===== config.mk =====
export PLATFORM = sky130hd
export DESIGN_NAME = alu_arbiter
export DESIGN_NICKNAME = d
export VERILOG_FILES = /design/src/rtl/alu_arbiter.sv
export SDC_FILE = /design/constraint.sdc
export NUM_CORES = 1
export LEC_CHECK = 0
export ABC_AREA = 1
export CAP_MARGIN = 20
export CELL_PAD_IN_SITES_DETAIL_PLACEMENT = 1
export CELL_PAD_IN_SITES_GLOBAL_PLACEMENT = 1
export CORE_MARGIN = 2
export CORE_UTILIZATION = 35
export CTS_BUF_LIST = sky130_fd_sc_hd__clkbuf_4 sky130_fd_sc_hd__clkbuf_8
export CTS_CLUSTER_DIAMETER = 120
export DETAILED_ROUTE_END_ITERATION = 7
export MAX_ROUTING_LAYER = met4
export PLACE_DENSITY = 0.75
export SLEW_MARGIN = 20
export SYNTH_ARGS = -nofsm -noshare
export SYNTH_HDL_FRONTEND = slang
export SYNTH_SLANG_ARGS = --single-unit

===== constraint.sdc =====
create_clock -name clk -period 2.4 [get_ports clk]
set_clock_uncertainty 0.05 [all_clocks]
set_input_delay 0.48 -clock clk [delete_from_list [all_inputs] [get_ports clk]]
set_output_delay 0.48 -clock clk [all_outputs]
set_load 0.01 [all_outputs]

===== src/rtl/alu_arbiter.sv =====
// alu_arbiter: two-port arbiter/sequencer sharing one my_ALU 16-bit datapath.
// Each port issues operands over a valid/ready request channel. It receives
// the registered result and flags over a valid/ready response channel.
// Build option: define ALU_ARB_RR_EN for round-robin arbitration.
// Without it, the arbiter uses fixed priority and port 0 wins contention.

// my_ALU: combinational 16-bit ALU with zero/negative flags.
// Opcodes: 0 A+B+C, 1 A-B-C, 2 A&B, 3 A|B, 4 A^B, 5 ~A, 6 A<<1, 7 A>>1 (logical).
module my_ALU (
  input  logic [15:0] A,
  input  logic [15:0] B,
  input  logic        C,
  input  logic [2:0]  opc,
  output logic [15:0] W,
  output logic        zer,
  output logic        neg
);

  // Opcode decode and result flags
  always_comb begin
    W = '0;
    case (opc)
      3'd0:    W = A + B + {15'd0, C};
      3'd1:    W = A - B - {15'd0, C};
      3'd2:    W = A & B;
      3'd3:    W = A | B;
      3'd4:    W = A ^ B;
      3'd5:    W = ~A;
      3'd6:    W = {A[14:0], 1'b0};
      default: W = {1'b0, A[15:1]};
    endcase
    zer = (W == '0);
    neg = W[15];
  end

endmodule

module alu_arbiter (
  input  logic        clk,
  input  logic        rstN,
  input  logic [1:0]  reqValid,
  output logic [1:0]  reqReady,
  input  logic [15:0] inA0,
  input  logic [15:0] inA1,
  input  logic [15:0] inB0,
  input  logic [15:0] inB1,
  input  logic [1:0]  inC,
  input  logic [2:0]  opc0,
  input  logic [2:0]  opc1,
  output logic [1:0]  rspValid,
  input  logic [1:0]  rspReady,
  output logic [15:0] outW,
  output logic        zer,
  output logic        neg,
  output logic [7:0]  doneCnt0,
  output logic [7:0]  doneCnt1
);

  typedef enum logic [1:0] {IDLE, EXEC, RESP} state_e;

  state_e      state_q, state_d;
  logic        owner_q, owner_d;
  logic [15:0] a_q, a_d, b_q, b_d;
  logic        c_q, c_d;
  logic [2:0]  op_q, op_d;
  logic [15:0] w_q, w_d;
  logic        zer_q, zer_d, neg_q, neg_d;
  logic [1:0]  rspValid_q, rspValid_d;
  logic [7:0]  cnt0_q, cnt0_d, cnt1_q, cnt1_d;
  logic        grant;
  logic        accept;
  logic [15:0] aluW;
  logic        aluZer, aluNeg;
`ifdef ALU_ARB_RR_EN
  logic        lastGrant_q, lastGrant_d;
`endif

  // The ALU only ever sees the operand registers, never the live request ports
  my_ALU u_alu (
    .A   (a_q),
    .B   (b_q),
    .C   (c_q),
    .opc (op_q),
    .W   (aluW),
    .zer (aluZer),
    .neg (aluNeg)
  );

  // Grant selection; grant is only meaningful when some request is valid
  always_comb begin
`ifdef ALU_ARB_RR_EN
    if (&reqValid) grant = ~lastGrant_q;
    else           grant = reqValid[1];
`else
    grant = ~reqValid[0];
`endif
  end

  // Ready is offered only to the granted port, only in IDLE and out of reset
  always_comb begin
    reqReady = '0;
    accept   = (state_q == IDLE) && reqValid[grant];
    if (rstN && state_q == IDLE) reqReady[grant] = reqValid[grant];
  end

  // Next-state and datapath register updates
  always_comb begin
    state_d    = state_q;
    owner_d    = owner_q;
    a_d        = a_q;
    b_d        = b_q;
    c_d        = c_q;
    op_d       = op_q;
    w_d        = w_q;
    zer_d      = zer_q;
    neg_d      = neg_q;
    rspValid_d = rspValid_q;
    cnt0_d     = cnt0_q;
    cnt1_d     = cnt1_q;
`ifdef ALU_ARB_RR_EN
    lastGrant_d = lastGrant_q;
`endif
    case (state_q)
      IDLE: begin
        if (accept) begin
          owner_d = grant;
          a_d     = grant ? inA1 : inA0;
          b_d     = grant ? inB1 : inB0;
          c_d     = inC[grant];
          op_d    = grant ? opc1 : opc0;
          state_d = EXEC;
`ifdef ALU_ARB_RR_EN
          lastGrant_d = grant;
`endif
        end
      end
      EXEC: begin
        w_d        = aluW;
        zer_d      = aluZer;
        neg_d      = aluNeg;
        rspValid_d = owner_q ? 2'b10 : 2'b01;
        state_d    = RESP;
      end
      RESP: begin
        if (rspReady[owner_q]) begin
          rspValid_d = '0;
          if (owner_q) cnt1_d = cnt1_q + 8'd1;
          else         cnt0_d = cnt0_q + 8'd1;
          state_d = IDLE;
        end
      end
      default: state_d = IDLE;
    endcase
  end

  // State and datapath registers with asynchronous active-low reset
  always_ff @(posedge clk or negedge rstN) begin
    if (!rstN) begin
      state_q    <= IDLE;
      owner_q    <= 1'b0;
      a_q        <= '0;
      b_q        <= '0;
      c_q        <= 1'b0;
      op_q       <= '0;
      w_q        <= '0;
      zer_q      <= 1'b0;
      neg_q      <= 1'b0;
      rspValid_q <= '0;
      cnt0_q     <= '0;
      cnt1_q     <= '0;
`ifdef ALU_ARB_RR_EN
      lastGrant_q <= 1'b1;
`endif
    end else begin
      state_q    <= state_d;
      owner_q    <= owner_d;
      a_q        <= a_d;
      b_q        <= b_d;
      c_q        <= c_d;
      op_q       <= op_d;
      w_q        <= w_d;
      zer_q      <= zer_d;
      neg_q      <= neg_d;
      rspValid_q <= rspValid_d;
      cnt0_q     <= cnt0_d;
      cnt1_q     <= cnt1_d;
`ifdef ALU_ARB_RR_EN
      lastGrant_q <= lastGrant_d;
`endif
    end
  end

  assign rspValid = rspValid_q;
  assign outW     = w_q;
  assign zer      = zer_q;
  assign neg      = neg_q;
  assign doneCnt0 = cnt0_q;
  assign doneCnt1 = cnt1_q;

endmodule

Yosys cells after proc, flatten, opt, wreduce, memory -nomap -nowiden
Index checks and enable logic that the tools add are counted.
Storage, ports and cells
  RAM bits: 0
  memory bits (read-only): 0
  word-level logic and storage cells: 68
  bits in registers: 75
  output and inout bits: 38
  input port bits: 78
  memories: 0
  bits in latches: 0
Cells by class
  equal/unequal tests: 10
  multiply operators: 0
  $add $sub $neg: 6
  shifts and indexed selects: 0
  bitwise operators: 7
  reduce and logical (&&, ||, !) cells: 12
  muxes and demuxes: 18
  div/mod/pow operators: 0
  $lt $le $gt $ge: 3
Operators with widths (number)
  16-bit one-hot mux with 7 select lines: 1
  16-bit 2-to-1 mux: 2
  16-bit by 1-bit adder with 16-bit output: 1
  16-bit adder: 1
  8-bit by 1-bit adder with 8-bit output (second input constant): 2
  16-bit bitwise AND: 1
  16-bit zero test: 1
  16-bit NOT: 1
  16-bit OR: 1
  16-bit by 1-bit subtractor with 16-bit output: 1
  16-bit subtractor: 1
  16-bit bitwise XOR: 1
  3-bit equality test (second input constant): 3
  2-bit 2-to-1 mux: 4
  1-bit 2-to-1 mux: 7
  3-bit by 2-bit equality test with 1-bit output (second input constant): 2
  2-bit one-hot mux with 3 select lines: 1
  2-bit AND reduction: 3
  3-bit AND reduction: 2
  1-bit by 2-bit less-than comparator with 1-bit output (second input constant): 2
  2-bit != test (second input constant): 2
  2-bit one-hot mux with 2 select lines: 1
  3-bit by 1-bit equality test with 1-bit output (second input constant): 1
  1-bit logical AND: 3
  other kinds (10): 11

Depth between registers and ports, before layout
Gate-level depths: netlist (run 1).
  word-level depth: 7
  gate-level depth with buffers: 19
  depth with buffers taken out: 19

Cells and area by module
From an unflattened synthesis (run 1), not the netlist that was laid out.
Unflattened totals
  cell total of the unflattened synthesis: 999
  area total of the unflattened synthesis: 6663.9 sq um
By module, submodules not included
  alu_arbiter: cells each 401, area an instance 3452.1 sq um, seq. area each 1876.8 sq um, times used 1
  my_ALU: cells each 598, area an instance 3211.8 sq um, seq. area each 0.0 sq um, times used 1

Worst setup path before layout (run 1)
No wires, ideal clock.
  path type: reg-to-reg
  start point: reg a_q[0]
  end point: reg zer_q (netlist: zer)
  required time: 2284 ps
  period minus slack after synthesis: 2390 ps
  arrival: 2274 ps
  path slack: 10 ps
  stages on the path, launching flop included: 14
  path through: dfrtp_1 fa_1 fa_1 nor2_1 o21ai_0 nand2_1 nand4_1 nand3_1 nand3_1 o21ai_0 nand2_1 nor2_1 nand4_1 nand2_1
Between the ends
  word-level cells in the longest chain between the ends: 4
RTL lines
  from (decl): RTL line 63  | logic [15:0] a_q, a_d, b_q, b_d;
  from (signal assigned): RTL line 161  | a_q <= '0;
  from (signal assigned): RTL line 177  | a_q <= a_d;
  16-bit subtractor or 16-bit adder (tied branches): RTL line 24, 23
  16-bit by 1-bit subtractor with 16-bit output or 16-bit by 1-bit adder with 16-bit output (tied branches): RTL line 24, 23
  16-bit one-hot mux with 7 select lines (*): RTL line 22  | case (opc)
  16-bit zero test (*): RTL line 32  | zer = (W == '0);
  to (signal assigned): RTL line 182  | zer_q <= zer_d;
  to (decl): RTL line 67  | logic zer_q, zer_d, neg_q, neg_d;
Every way passes the cells marked *; elsewhere a longest branch is shown, timed or not.
A chain may end at the register's enable or synchronous reset.

Final worst setup path (run 1)
  start point: reg b_q[0]
  end point: reg zer_q (netlist: zer)
Between the ends
  word-level cells in the longest chain between the ends: 4
RTL lines
  from (decl): RTL line 63
  from (signal assigned): RTL line 162  | b_q <= '0;
  from (signal assigned): RTL line 178  | b_q <= b_d;
  16-bit subtractor or 16-bit adder (tied branches): RTL line 24, 23
  16-bit by 1-bit subtractor with 16-bit output or 16-bit by 1-bit adder with 16-bit output (tied branches): RTL line 24, 23
  16-bit one-hot mux with 7 select lines (*): RTL line 22
  16-bit zero test (*): RTL line 32
Marks and branches as above.

==> impl_metrics.toml, run 1 <==
[place]
place_congestion = 0.938
io_buffers = 115
hpwl_mm = 22.3

[floorplan]
die_area_um2 = 20000
start_util = 0.355
core_um2 = 18600
rows = 50
die_height_um = 142
die_w_um = 142
io_pins = 116

[logic_synthesis]
yosysTopAreaCellShare = 0.280
synth_async_sr_flop_share = 1.00
synth_cells = 1029
yosysWarnings = 0
synth.distinct_cells = 36
yosys-top-cells-count = "nand2_1, inv_1, nor2_1, nand3_1, dfrtp_1"
yosys.area.top_type = "dfrtp_1"
ys_seq_area_frac = 0.280
synth.net_count = 1173
synth_edf_count = 0
synth_most_common_cell = "nand2_1"
syn_avg_cell_area_um2 = 6.44
synth_area_leaders = "dfrtp_1, nand2_1, ha_1"
ys_ff_latch = 74
synth_area_um2 = 6620
synth_ff_type = "dfrtp_1"

[grt]
grt_use_total = 0.284
grt_max_degree = 48
grt_overflow_total = 0
grt_pass1_vias = 8027
grt_first_pass_wirelength_mm = 42.9
antenna_found_initial = 0

[clock_network]
clock-sinks = 74
ctsHoldBuffers = 0
cts_tree = "built"
root_buffer = "clkbuf_8"
clkTransAtPathRegs_ns = 0.09
cts_max_level = 3
cts_buffer_depth = 2
cts_buffers = 9
clk_latency_ns = 0.37

[finish]
multi_input_area_um2 = 4500
seqCellArea_um2 = 1850
drive_above_1_share = 0.211
fillCellCount = 2419
areaGrowthSynthToFinish_pct = 47.2
finalNetCount = 1412
antenna_cells = 0

[worst_setup_path]
worstPathArrival_ns = 2.95
critPathSlowestCell = "fa_2"
cp_max_fo = 3
r2r_slack_ns = -0.29
reg2reg_depth = 15
crit_chain = "inv_2 > fa_2 > fa_2 > nand2_1 > inv_1 > o21ai_2 > nand2_1 > nor2_1 > nand2_1 > nor2_2 > nand3_2 > nor3_2 > buf_4 > nand4_1 > nand2_1"
crit_buf_inv = 3
cp-start-kind = "flop"
critPathTopFamily = "adder cells"
r2r-end = "zer"
critPathRequiredTime_ns = 2.66
r2r-start = "b_q[0]"
crit_top_cell = "nand2_1"
path_class = "reg -> reg"
end_kind = "flop"
cp_slowest_stage_delay_ns = 0.49

[outcome]
violations = "negative setup slack"
status = "finished with violations"

[timing]
period_share = 1.12
finalSetupViolations = 15
setup_tns_ns = -1.77
relSlewSlack = 0.607
fmax_ghz = 0.371
hold_viol_final = 0
grt_setup_unrepaired = "yes"
fin_crit_ns = 2.69
setup_ws_ns = -0.292
tightest_slew_ns = 0.589
report.final.slew_viol_count = 0

[route]
ant_nets = 0
vias = 7583
post_drt_wl_per_cell_um = 17.9
via_per_inst = 5.03
drt_iter0_drc = 351
drc = 0
drt_pass1_iterations = 5
wl_mm = 27.0

[hold_path]
min-delay-path-class = "in -> async"

[job]
drv_cap = 0
==> cell type report <==
cell class	instances	area share
Inverter	164	0.0631
Timing Repair Buffer	257	0.233
Multi-Input combinational cell	762	0.462
Tap cell	234	0.0300
Clock inverter	6	0.00757
Sequential cell	74	0.190
Clock buffer	10	0.0141
==> repair_timing <==
item | in CTS | in global routing
gates resized for setup | 79 | 47
setup endpoints to repair | 15 | 16
pin swaps | 19 | 32
setup buffers | 2 | 6
==> layout by cell type, fill, tap and decap left out, types with 3 or more instances in the layout <==
cell type,netlist,routed
nor2_4,1,3
nand4_1,20,20
clkdlybuf4s50_1,0,114
ha_1,62,43
dfrtp_1,74,73
nor2_1,99,89
ha_2,0,4
nor3_2,1,3
nor2_2,2,10
o22ai_1,13,13
nand3b_1,6,6
xnor2_1,5,5
nand3_1,82,63
xor2_1,9,9
buf_4,2,134
a21oi_2,0,3
inv_1,159,152
buf_6,2,6
buf_12,0,3
clkbuf_8,0,10
o21ai_2,0,6
o21ai_0,38,27
and2_1,5,4
nand2_4,0,8
nand3_2,1,20
a31oi_1,36,36
inv_2,5,12
nand2_2,1,17
ha_4,0,15
nor3_1,14,12
fa_2,0,4
a21oi_1,22,19
o21ai_1,3,8
nand2_1,329,305
==> registers in the layout, summed over array words and instances (netlist names) <==
name and flops:
a_q 16, b_q 16, outW 16, doneCnt0 8
doneCnt1 8, op_q 3, rspValid 2, state_q 2
c_q 1, owner_q 1, zer 1
==> layer usage <==
layer	wire, µm	global-route usage	vias to the layer above
met3	1230	0.0314	30
met2	12200	0.443	203
li1	-	-	3743
met5	0	-	-
met4	666	0.0847	0
met1	12900	0.392	3607
==> logic make-up after synthesis <==
| family | Yosys count | share of synthesized area |
|---|---|---|
| flops | 74 | 0.280 |
| compound gates | 113 | 0.0950 |
| buf+inv | 193 | 0.114 |
| simple gates | 567 | 0.360 |
| mux | 2 | 0.00321 |
| xor+xnor | 14 | 0.0185 |
| fa+ha+maj | 66 | 0.129 |
==> through the flow <==
stage	area (µm²)	std cells	hold WS (ns)	util	setup slack, ns
after floorplan	6620	1029	0.134	-	0.0102
after global placement	8980	1484	0.412	0.481	-0.316
after detailed placement	8980	1484	0.416	0.481	-0.489
after CTS	9530	1501	0.0924	0.511	-0.234
after global routing	9750	1507	0.109	0.523	-0.475
final	9750	1507	0.104	0.523	-0.292
==> how the worst max path moves through the flow <==
stage | startpoint | end | cells after the start
2_1_floorplan | a_q[0] | zer | 13
3_3_place_gp | a_q[0] | zer | 14
3_5_place_dp | a_q[0] | zer | 14
4_1_cts | c_q | zer | 15
5_1_grt | b_q[0] | zer | 15
6_report | b_q[0] | zer | 15
==> worst reg2reg max path: cells and delay by family (launching register included) <==
kind                     cells  cell delay, ns
AND/OR/NAND/NOR              9            0.87
buffers and inverters        3            0.26
flip-flops                   1            0.42
AO/OA/AOI/OAI                1            0.11
adder cells (fa/ha/maj)      2            0.95
Power of run 1 is left out: the tool's default activity adds up to more than one toggle a clock period on the data nets, which glitch-free logic cannot reach.
==> inputs of run 2 (changes only) <==
--- a/config.mk
+++ b/config.mk
@@ -15,8 +15,9 @@
 export CTS_CLUSTER_DIAMETER = 120
 export DETAILED_ROUTE_END_ITERATION = 7
 export MAX_ROUTING_LAYER = met4
-export PLACE_DENSITY = 0.75
+export PLACE_DENSITY_LB_ADDON = 0.1
 export SLEW_MARGIN = 20
 export SYNTH_ARGS = -nofsm -noshare
 export SYNTH_HDL_FRONTEND = slang
 export SYNTH_SLANG_ARGS = --single-unit
+export TNS_END_PERCENT = 50
==> impl_metrics.toml, run 2 (synthesis gave the netlist of run 1 again) <==
[clock_network]
cts_max_level = 3
ctsHoldBuffers = 0
cts_buffer_depth = 2
cts_tree = "built"
clock-sinks = 74
root_buffer = "clkbuf_8"
cts_buffers = 9
clk_latency_ns = 0.37
clkTransAtPathRegs_ns = 0.09

[grt]
grt_pass1_vias = 7689
grt_use_total = 0.275
grt_first_pass_wirelength_mm = 41.3
antenna_found_initial = 0
grt_max_degree = 74
grt_overflow_total = 0

[route]
post_drt_wl_per_cell_um = 17.5
drt_pass1_iterations = 5
wl_mm = 26.5
wl_met2_mm = 11.4
drc = 0
met3_length_mm = 1.11
wl_met1_mm = 13.2
top_layer_used = "met4"
ant_nets = 0
vias = 7547
via_per_inst = 4.97
drt_iter0_drc = 389

[timing]
whs_ns = 0.0187
fmax_ghz = 0.366
report.final.slew_viol_count = 0
relSlewSlack = 0.452
grt_setup_unrepaired = "yes"
hold_viol_final = 0
finalSetupViolations = 12
fin_crit_ns = 2.73
period_share = 1.14
tightest_slew_ns = 0.821
setup_ws_ns = -0.332

[place]
hpwl_mm = 21.6
place_congestion = 0.916
io_buffers = 115

[floorplan]
die_height_um = 142
io_pins = 116
core_um2 = 18600
die_w_um = 142
rows = 50
start_util = 0.355
die_area_um2 = 20000

[worst_setup_path]
end_kind = "flop"
cp_slowest_stage_delay_ns = 0.46
cp_max_fo = 4
path_class = "reg -> reg"
cp-start-kind = "flop"
critPathSlowestCell = "dfrtp_2"
startpoint = "a_q[0]"
crit_chain = "fa_2 > inv_2 > fa_2 > inv_2 > nand3_1 > nand2_2 > nand2_1 > nand2_1 > buf_4 > nand2_1 > nand3_1 > nand3_1 > nand3_1 > nand2_2 > nand2_1 > nor2_1 > nand4_1 > nand2_1"
worstPathArrival_ns = 3.01
crit_top_cell = "nand2_1"
critPathRequiredTime_ns = 2.67
r2r-start = "a_q[0]"

[finish]
finalNetCount = 1424
layout_commonest_cell = "nand2_1"
fillCellCount = 2433
antenna_cells = 0
areaGrowthSynthToFinish_pct = 48.0
drive_above_1_share = 0.226
mostFrequentLayoutCells = "nand2_1, buf_4, inv_1"

[outcome]
status = "finished with violations"
violations = "negative setup slack"

[job]
drv_cap = 0

[hold_path]
min-delay-path-class = "in -> async"
## run 2: cell count changes in the layout (fill, tap and decap cells not counted), sizes merged
cell | before | now
buf | 143 | 155
clkinv | 1 | 4
inv | 166 | 165
clkinvlp | 2 | 0
## run 2: final timing paths
check / endpoint / slack (ns) / depth (start not counted)
worst max-delay path: zer / -0.33 / 18
worst min-delay path: outW[10] / 0.02 / 2
worst max register to register: zer / -0.33 / 18
worst min register to register: doneCnt0[7] / 0.43 / 1
max in group asynchronous: a_q[0] / 1.18 / 3
min in group clk: doneCnt0[7] / 0.43 / 1
## run 2: routing by layer
| layer | vias to the layer above | GRT usage |
|---|---|---|
| met1 | 3551 | 0.393 |
| met2 | 188 | 0.404 |
| met4 | 0 | 0.0968 |
| li1 | 3770 | - |
| met5 | - | - |
| met3 | 38 | 0.0300 |
## run 2: timing repair
action	4_1_cts	5_1_grt
setup endpoints to repair	15	15
resized for setup	44	93
buffers inserted	4	9
gates cloned	0	0
pin swaps	8	36
## run 2: cell type report
cell class              instances  area (µm²)  share of cell area
clock inverters                 6        66.3             0.00677
well taps                     234         293              0.0299
repair buffers                269        2320               0.237
clock buffers                  10         131              0.0134
inverters                     164         616              0.0628
flip-flops and latches         74        1850               0.189
multi-input cells             762        4520               0.461
## run 2: critical path: cells and delay by family (launching register included)
| kind | cells | cell delay, ns |
|---|---|---|
| fa+ha+maj | 2 | 0.67 |
| flops | 1 | 0.46 |
| simple gates | 13 | 1.19 |
| buf+inv | 3 | 0.30 |
## run 2: per-stage QoR
step	util	setup WS, ns	std cells	instance area (µm²)	TNS [ns]
global route	0.526	-0.471	1519	9800	-3.19
CTS	0.506	-0.207	1511	9430	-1.06
detailed placement	0.483	-0.499	1491	9000	-3.55
finish	0.526	-0.332	1519	9800	-1.49
floorplan	-	0.0102	1029	6620	0
global placement	0.483	-0.354	1491	9000	-2.13
Power of run 2 is left out for the same reason.
